<file path="src/rtl/adj_btn_pkg.sv">
// Shared types and default timing for the adjust-button conditioner (31.5 MHz clock).
// Auto-repeat is enabled by defining ADJ_AUTOREPEAT_EN.
package adj_btn_pkg;

  typedef enum logic [1:0] {
    ST_IDLE   = 2'd0,
    ST_HELD   = 2'd1,
    ST_REPEAT = 2'd2
  } state_t;

  localparam int unsigned DEF_DEBOUNCE_CYCLES = 315000;    // 10 ms
  localparam int unsigned DEF_REPEAT_DELAY    = 15750000;  // 0.5 s
  localparam int unsigned DEF_REPEAT_PERIOD   = 3150000;   // 100 ms

  localparam int unsigned NUM_CH = 3;
  localparam int unsigned CH_HRS = 0;
  localparam int unsigned CH_MIN = 1;
  localparam int unsigned CH_SEC = 2;

endpackage

</file>
<file path="src/rtl/adj_button_conditioner_channel.sv">
// One button: 2-FF synchroniser, counter debounce, press/auto-repeat strobe FSM.
// Hold-to-repeat (HELD -> REPEAT) exists only when ADJ_AUTOREPEAT_EN is defined.
module adj_btn_channel
  import adj_btn_pkg::*;
#(
  parameter int unsigned DEBOUNCE_CYCLES = DEF_DEBOUNCE_CYCLES,
  parameter int unsigned REPEAT_DELAY    = DEF_REPEAT_DELAY,
  parameter int unsigned REPEAT_PERIOD   = DEF_REPEAT_PERIOD
) (
  input  logic clk,
  input  logic reset_n,
  input  logic raw,
  output logic pulse,
  output logic level
);

  localparam int unsigned DB_W = $clog2(DEBOUNCE_CYCLES) + 1;

  logic [1:0]      sync_ff;
  logic            sync;
  logic            differ;
  logic            flip;
  logic            level_nxt;
  logic            rise;
  logic [DB_W-1:0] db_cnt;
  state_t          state;
  state_t          state_nxt;
  logic            pulse_nxt;

`ifdef ADJ_AUTOREPEAT_EN
  localparam int unsigned REP_MAX = (REPEAT_DELAY > REPEAT_PERIOD) ? REPEAT_DELAY : REPEAT_PERIOD;
  localparam int unsigned REP_W   = $clog2(REP_MAX) + 1;
  logic [REP_W-1:0] rep_cnt;
  logic [REP_W-1:0] rep_nxt;
`endif

  always_ff @(posedge clk or negedge reset_n) begin
    if (!reset_n) sync_ff <= '0;
    else          sync_ff <= {sync_ff[0], raw};
  end

  assign sync = sync_ff[1];

  // The FSM looks at the level the debouncer is about to register so the
  // strobe lands on the same edge as the level change.
  always_comb begin
    differ    = (sync != level);
    flip      = differ && (db_cnt == DB_W'(DEBOUNCE_CYCLES - 1));
    level_nxt = level ^ flip;
    rise      = level_nxt && !level;
  end

  always_ff @(posedge clk or negedge reset_n) begin
    if (!reset_n) begin
      db_cnt <= '0;
      level  <= 1'b0;
    end else begin
      if (!differ || flip) db_cnt <= '0;
      else                  db_cnt <= db_cnt + DB_W'(1);
      level <= level_nxt;
    end
  end

  always_ff @(posedge clk or negedge reset_n) begin
    if (!reset_n) begin
      state   <= ST_IDLE;
      pulse   <= 1'b0;
`ifdef ADJ_AUTOREPEAT_EN
      rep_cnt <= '0;
`endif
    end else begin
      state   <= state_nxt;
      pulse   <= pulse_nxt;
`ifdef ADJ_AUTOREPEAT_EN
      rep_cnt <= rep_nxt;
`endif
    end
  end

`ifdef ADJ_AUTOREPEAT_EN
  always_comb begin
    state_nxt = state;
    rep_nxt   = rep_cnt;
    case (state)
      ST_IDLE: begin
        if (rise) begin
          state_nxt = ST_HELD;
          rep_nxt   = '0;
        end
      end
      ST_HELD: begin
        if (!level_nxt) begin
          state_nxt = ST_IDLE;
          rep_nxt   = '0;
        end else if (rep_cnt == REP_W'(REPEAT_DELAY - 1)) begin
          state_nxt = ST_REPEAT;
          rep_nxt   = '0;
        end else begin
          rep_nxt   = rep_cnt + REP_W'(1);
        end
      end
      ST_REPEAT: begin
        if (!level_nxt) begin
          state_nxt = ST_IDLE;
          rep_nxt   = '0;
        end else if (rep_cnt == REP_W'(REPEAT_PERIOD - 1)) begin
          rep_nxt   = '0;
        end else begin
          rep_nxt   = rep_cnt + REP_W'(1);
        end
      end
      default: begin
        state_nxt = ST_IDLE;
        rep_nxt   = '0;
      end
    endcase
  end

  // A release on a terminal-count edge wins over the repeat strobe.
  always_comb begin
    pulse_nxt = 1'b0;
    case (state)
      ST_IDLE:   pulse_nxt = rise;
      ST_HELD:   pulse_nxt = level_nxt && (rep_cnt == REP_W'(REPEAT_DELAY - 1));
      ST_REPEAT: pulse_nxt = level_nxt && (rep_cnt == REP_W'(REPEAT_PERIOD - 1));
      default:   pulse_nxt = 1'b0;
    endcase
  end
`else
  always_comb begin
    state_nxt = state;
    case (state)
      ST_IDLE: if (rise)       state_nxt = ST_HELD;
      ST_HELD: if (!level_nxt) state_nxt = ST_IDLE;
      default:                 state_nxt = ST_IDLE;
    endcase
  end

  always_comb begin
    pulse_nxt = 1'b0;
    if (state == ST_IDLE) pulse_nxt = rise;
  end
`endif

endmodule

</file>
<file path="src/rtl/adj_button_conditioner.sv">
// Conditions the three raw clock-adjust buttons into single-cycle strobes for vga_clock.
// Auto-repeat on hold is enabled by defining ADJ_AUTOREPEAT_EN.
module adj_button_conditioner
  import adj_btn_pkg::*;
#(
  parameter int unsigned DEBOUNCE_CYCLES = DEF_DEBOUNCE_CYCLES,
  parameter int unsigned REPEAT_DELAY    = DEF_REPEAT_DELAY,
  parameter int unsigned REPEAT_PERIOD   = DEF_REPEAT_PERIOD
) (
  input  logic       clk,
  input  logic       reset_n,
  input  logic [2:0] btn_raw,
  output logic [2:0] adj_pulse,
  output logic [2:0] btn_level,
  output logic       any_held
);

  for (genvar ch = 0; ch < NUM_CH; ch++) begin : g_ch
    adj_btn_channel #(
      .DEBOUNCE_CYCLES (DEBOUNCE_CYCLES),
      .REPEAT_DELAY    (REPEAT_DELAY),
      .REPEAT_PERIOD   (REPEAT_PERIOD)
    ) u_channel (
      .clk     (clk),
      .reset_n (reset_n),
      .raw     (btn_raw[ch]),
      .pulse   (adj_pulse[ch]),
      .level   (btn_level[ch])
    );
  end

  assign any_held = |btn_level;

endmodule

</file>
<file path="config.mk">
export PLATFORM = sky130hd
export DESIGN_NAME = adj_button_conditioner
export DESIGN_NICKNAME = d
export VERILOG_FILES = /design/src/rtl/adj_btn_pkg.sv /design/src/rtl/adj_button_conditioner_channel.sv /design/src/rtl/adj_button_conditioner.sv
export SDC_FILE = /design/constraint.sdc
export NUM_CORES = 1
export LEC_CHECK = 0
export CORE_ASPECT_RATIO = 2
export CORE_MARGIN = 2
export CORE_UTILIZATION = 45
export CTS_BUF_LIST = sky130_fd_sc_hd__clkbuf_8
export DETAILED_ROUTE_END_ITERATION = 16
export PLACE_DENSITY_LB_ADDON = 0.08
export REMOVE_ABC_BUFFERS = 1
export SLEW_MARGIN = 40
export SYNTH_ARGS = -nofsm -noshare
export SYNTH_HDL_FRONTEND = slang
export SYNTH_SLANG_ARGS = --single-unit
export TNS_END_PERCENT = 30
</file>
<file path="constraint.sdc">
create_clock -name clk -period 2.5 [get_ports clk]
set_input_delay 0.5 -clock clk [delete_from_list [all_inputs] [get_ports clk]]
set_output_delay 0.5 -clock clk [all_outputs]
set_load 0.02 [all_outputs]
</file>
==> metrics list <==
- Total number of nets in the final design: 391
- After synthesis the netlist holds a flip-flop and latch count of 75.
- Total standard cell area after synthesis: 0.00368 mm²
* Detail Route Antenna Nets: 0
- Number of H-tree levels: 3
- Port bufs: 11
* Number of flops mapped to enable cells by yosys: 0
* Combined area of the multi-input logic cells: 0.00167 mm²
- The tightest min-delay check is of the input port to asynchronous set/reset pin type.
* Seq/Total Area, Yosys: 0.511
- The synthesized netlist contains 39 unique library cells.
* Least-Margin Pin Slew: 0.609 ns
- For this run, asynchronously set or reset flops after synthesis account for 1.00.
- In this run the tightest slew margin relative to its limit is 0.590.
- Final std cells w/o fill: 480
- Overflow after GRT: 0
- The largest single stage delay on the critical path is 0.53 ns.
* Die Outline Area: 0.00895 mm²
* Final weighted congestion of routability-driven global placement: 0.810
- The finished cells cover 0.00406 mm².
* Most frequent cells after synthesis: 75 x sky130_fd_sc_hd__dfrtp_1, 61 x sky130_fd_sc_hd__nor2_1, 35 x sky130_fd_sc_hd__xnor2_1, 22 x sky130_fd_sc_hd__nand4_1, 19 x sky130_fd_sc_hd__nand3_1
* Clock latency on the worst-skew pair: 0.36 ns
- Most common cell in the synthesized netlist: sky130_fd_sc_hd__dfrtp_1
* Total power of the final layout: 0.00227 W
- Dividing total power by cell area gives a power density of 560 mW/mm².
- Data on the critical path arrives at its endpoint at 2.47 ns.
* Number of remaining DRC errors: 0
- After layout, the minimum clock period comes to 2.19 ns.
- Type of element capturing the critical path: register
- Die Width: 67.9 µm
* Cell chosen for the clock root: sky130_fd_sc_hd__clkbuf_8
- For this run, the leading register cell type out of synthesis is sky130_fd_sc_hd__dfrtp_1.
- Vias in the first global route: 2735
- IO Count: 12
- The setup path with the least slack is of type register to register.
* Fraction of final layout cells sized beyond drive strength 1: 0.0703
* Detailed Routing Iterations Pass 1: 4
- Each instance of the synthesized netlist takes up on average 9.99 µm².
- The tool flagged a number of max-cap violations equal to 0.
- Die Y-Extent: 132 µm
* Data required time at the worst endpoint: 2.78 ns
- TritonCTS built the clock tree.
- Yosys printed 0 warnings.
- Max-slew violation total from the final report: 0
- Clock Sink Count: 75
* Clock transition at the registers of the reported paths: 0.07 ns
* Post-CTS setup repair buffer count: 0
* Fill cell count: 761
- Gates resized during post-CTS repair numbered 0.
- Setup violations remaining at the end of the flow were counted as 0.
- In the global route stage, overall resource usage came out at 0.189.
- Summed over all nets, the half-perimeter wirelength after detailed placement is 5500 µm.
* Post-synthesis to final-layout area growth: 10.4%
- The analysis attributes to cell leakage a power of 1.58 nW.
- Kind of cell with the highest combined delay on the critical path: simple AND/OR/NAND/NOR gates
- Antenna Diode Count: 0
* Placed cells: 465
- For this configuration, the core starts out at a cell density of 0.463.
- The final hold violation count came to 0.
- After technology mapping, the gate count stands at 368.
- Unrepaired setup endpoints after global routing: no
- Floorplan core area: 0.00794 mm²
- For the final routed database, the setup TNS stands at 0 ns.
- Standard-cell rows: 46
- Post-detailed-placement cell area: 0.00386 mm²
- Buf/Inv on CP: 0
- The first routing iteration left 76 violations.
- The number of antenna violations at the first check in global routing came to 0.
- Across the routed clock network, the largest skew measured is 0.00985 ns.
- Wire length of the first global-routing pass: 12700 µm
* Worst-path maximum fanout: 6
* Slowest stage cell, crit path: sky130_fd_sc_hd__or4b_1
- For this run, the top clock speed supported by timing is 0.456 GHz.
* Pin count of the biggest net entering global routing: 42
- Of the post-synthesis cell area, the dominant cell type holds 0.511.
- VDD sags by at most 438 µV.
- Routed via count: 2687
- Clock Path Buffers: 2
- The flow ran to the end, and the final reports show no timing, DRC or antenna violations.
- Biggest area contributors in the synthesized netlist: sky130_fd_sc_hd__dfrtp_1 51%, sky130_fd_sc_hd__xnor2_1 8.3%, sky130_fd_sc_hd__nor2_1 6.2%, sky130_fd_sc_hd__nand4_1 3.7%, sky130_fd_sc_hd__nor4_1 2.9%
- Buffers inserted to repair hold after CTS numbered 0.
- Dividing the final minimum period by the clock period gives 0.876.
- WL/cell: 15.7 µm
* Final routed wirelength across all metal layers: 7520 µm
- The worst setup path is launched from a register.
* Storage cell area: 0.00188 mm²
- Clock tree synthesis inserted a total of 9 buffers.
* Cell-by-cell trace of the critical path: or4b_1, or4_4, nor4_1, ha_1, a21oi_1
* Via-per-instance ratio: 5.60
* Worst slack on hold paths: 0.0909 ns
* Largest area contributor in the netlist: sky130_fd_sc_hd__dfrtp_1
## state kept, by name (all words and copies together), names as in the netlist, named ones only
signal                  cells
g_ch.u_channel.db_cnt      60
g_ch.u_channel.pulse        3
g_ch.u_channel.state        3
g_ch.u_channel.sync_ff      6
## layout make-up
class / instances / area share
multi-input combinational: 270 / 0.412
sequential: 75 / 0.462
clock buffer: 11 / 0.0373
inverter: 8 / 0.00740
timing repair buffer: 16 / 0.0388
clock inverter: 4 / 0.0123
tap: 96 / 0.0296
## metal layers
metal	part of all wire	vias to the layer above	global-route usage
met3	0.022	22	0.0342
met4	0.044	0	0.129
met1	0.38	1311	0.202
met5	0	-	0
li1	-	1321	-
met2	0.55	33	0.321
## per-stage QoR
stage | setup slack, ns | utilization
2_1_floorplan | 0.420 | -
3_3_place_gp | 0.339 | 0.486
3_5_place_dp | 0.312 | 0.486
4_1_cts | 0.299 | 0.511
5_1_grt | 0.139 | 0.511
6_report | 0.309 | 0.511
## worst paths after layout
check                                             start                            to  slack (ns)  cells after the start
setup / recovery           g_ch[0].u_channel.db_cnt[12]    g_ch[0].u_channel.state[0]        0.31                      5
hold reg to reg            g_ch[0].u_channel.sync_ff[0]  g_ch[0].u_channel.sync_ff[1]        0.35                      0
max in group asynchronous                       reset_n   g_ch[2].u_channel.db_cnt[9]        1.83                      2
hold / removal                                  reset_n    g_ch[1].u_channel.state[0]        0.09                      1
min in group clk           g_ch[0].u_channel.sync_ff[0]  g_ch[0].u_channel.sync_ff[1]        0.35                      0
setup reg to reg           g_ch[0].u_channel.db_cnt[12]    g_ch[0].u_channel.state[0]        0.31                      5
## where the power goes
part / internal, W / switching, W / total (W)
registers: 0.00123 / 0.0000193 / 0.00125
logic: 0.0000262 / 0.0000516 / 0.0000778
clock network: 0.000508 / 0.000438 / 0.000946
## cell usage in the layout (no fill, tap or decap), types with 2 or more instances in the layout
cell type                         instances
sky130_fd_sc_hd__or2_2                    2
sky130_fd_sc_hd__clkbuf_8                11
sky130_fd_sc_hd__a21oi_1                 13
sky130_fd_sc_hd__nand3_1                 19
sky130_fd_sc_hd__xnor2_1                 35
sky130_fd_sc_hd__clkinvlp_4               2
sky130_fd_sc_hd__inv_1                    8
sky130_fd_sc_hd__mux2i_1                  2
sky130_fd_sc_hd__or3_1                    7
sky130_fd_sc_hd__clkdlybuf4s50_1         10
sky130_fd_sc_hd__buf_4                    5
sky130_fd_sc_hd__nor2_1                  61
sky130_fd_sc_hd__and4_1                   6
sky130_fd_sc_hd__nand4_1                 22
sky130_fd_sc_hd__and3_1                   2
sky130_fd_sc_hd__ha_1                     6
sky130_fd_sc_hd__nand2_1                 18
sky130_fd_sc_hd__nor4b_1                  3
sky130_fd_sc_hd__or4_1                    7
sky130_fd_sc_hd__dfrtp_1                 75
sky130_fd_sc_hd__o31ai_1                  2
sky130_fd_sc_hd__nor3_1                  11
sky130_fd_sc_hd__and2_1                   2
sky130_fd_sc_hd__xor2_1                  12
sky130_fd_sc_hd__o21ai_0                  6
sky130_fd_sc_hd__nand2b_1                 2
sky130_fd_sc_hd__mux2_2                   2
sky130_fd_sc_hd__nor2b_1                  3
sky130_fd_sc_hd__nor4_1                  17
## kinds of logic (layout without fill, tap and decap cells)
group / count (synthesis) / count (layout) / share of synthesized area
and+or+nand+nor: 187 / 187 / 0.268
muxes: 5 / 5 / 0.0146
AOI/OAI and AO/OA: 25 / 25 / 0.0402
adders and majority gates: 6 / 6 / 0.0204
xor gates and xnor gates: 47 / 47 / 0.112
DFF: 75 / 75 / 0.511
buffers and inverters: 23 / 39 / 0.0340
Note: power is estimated with default switching activity, not from simulation.
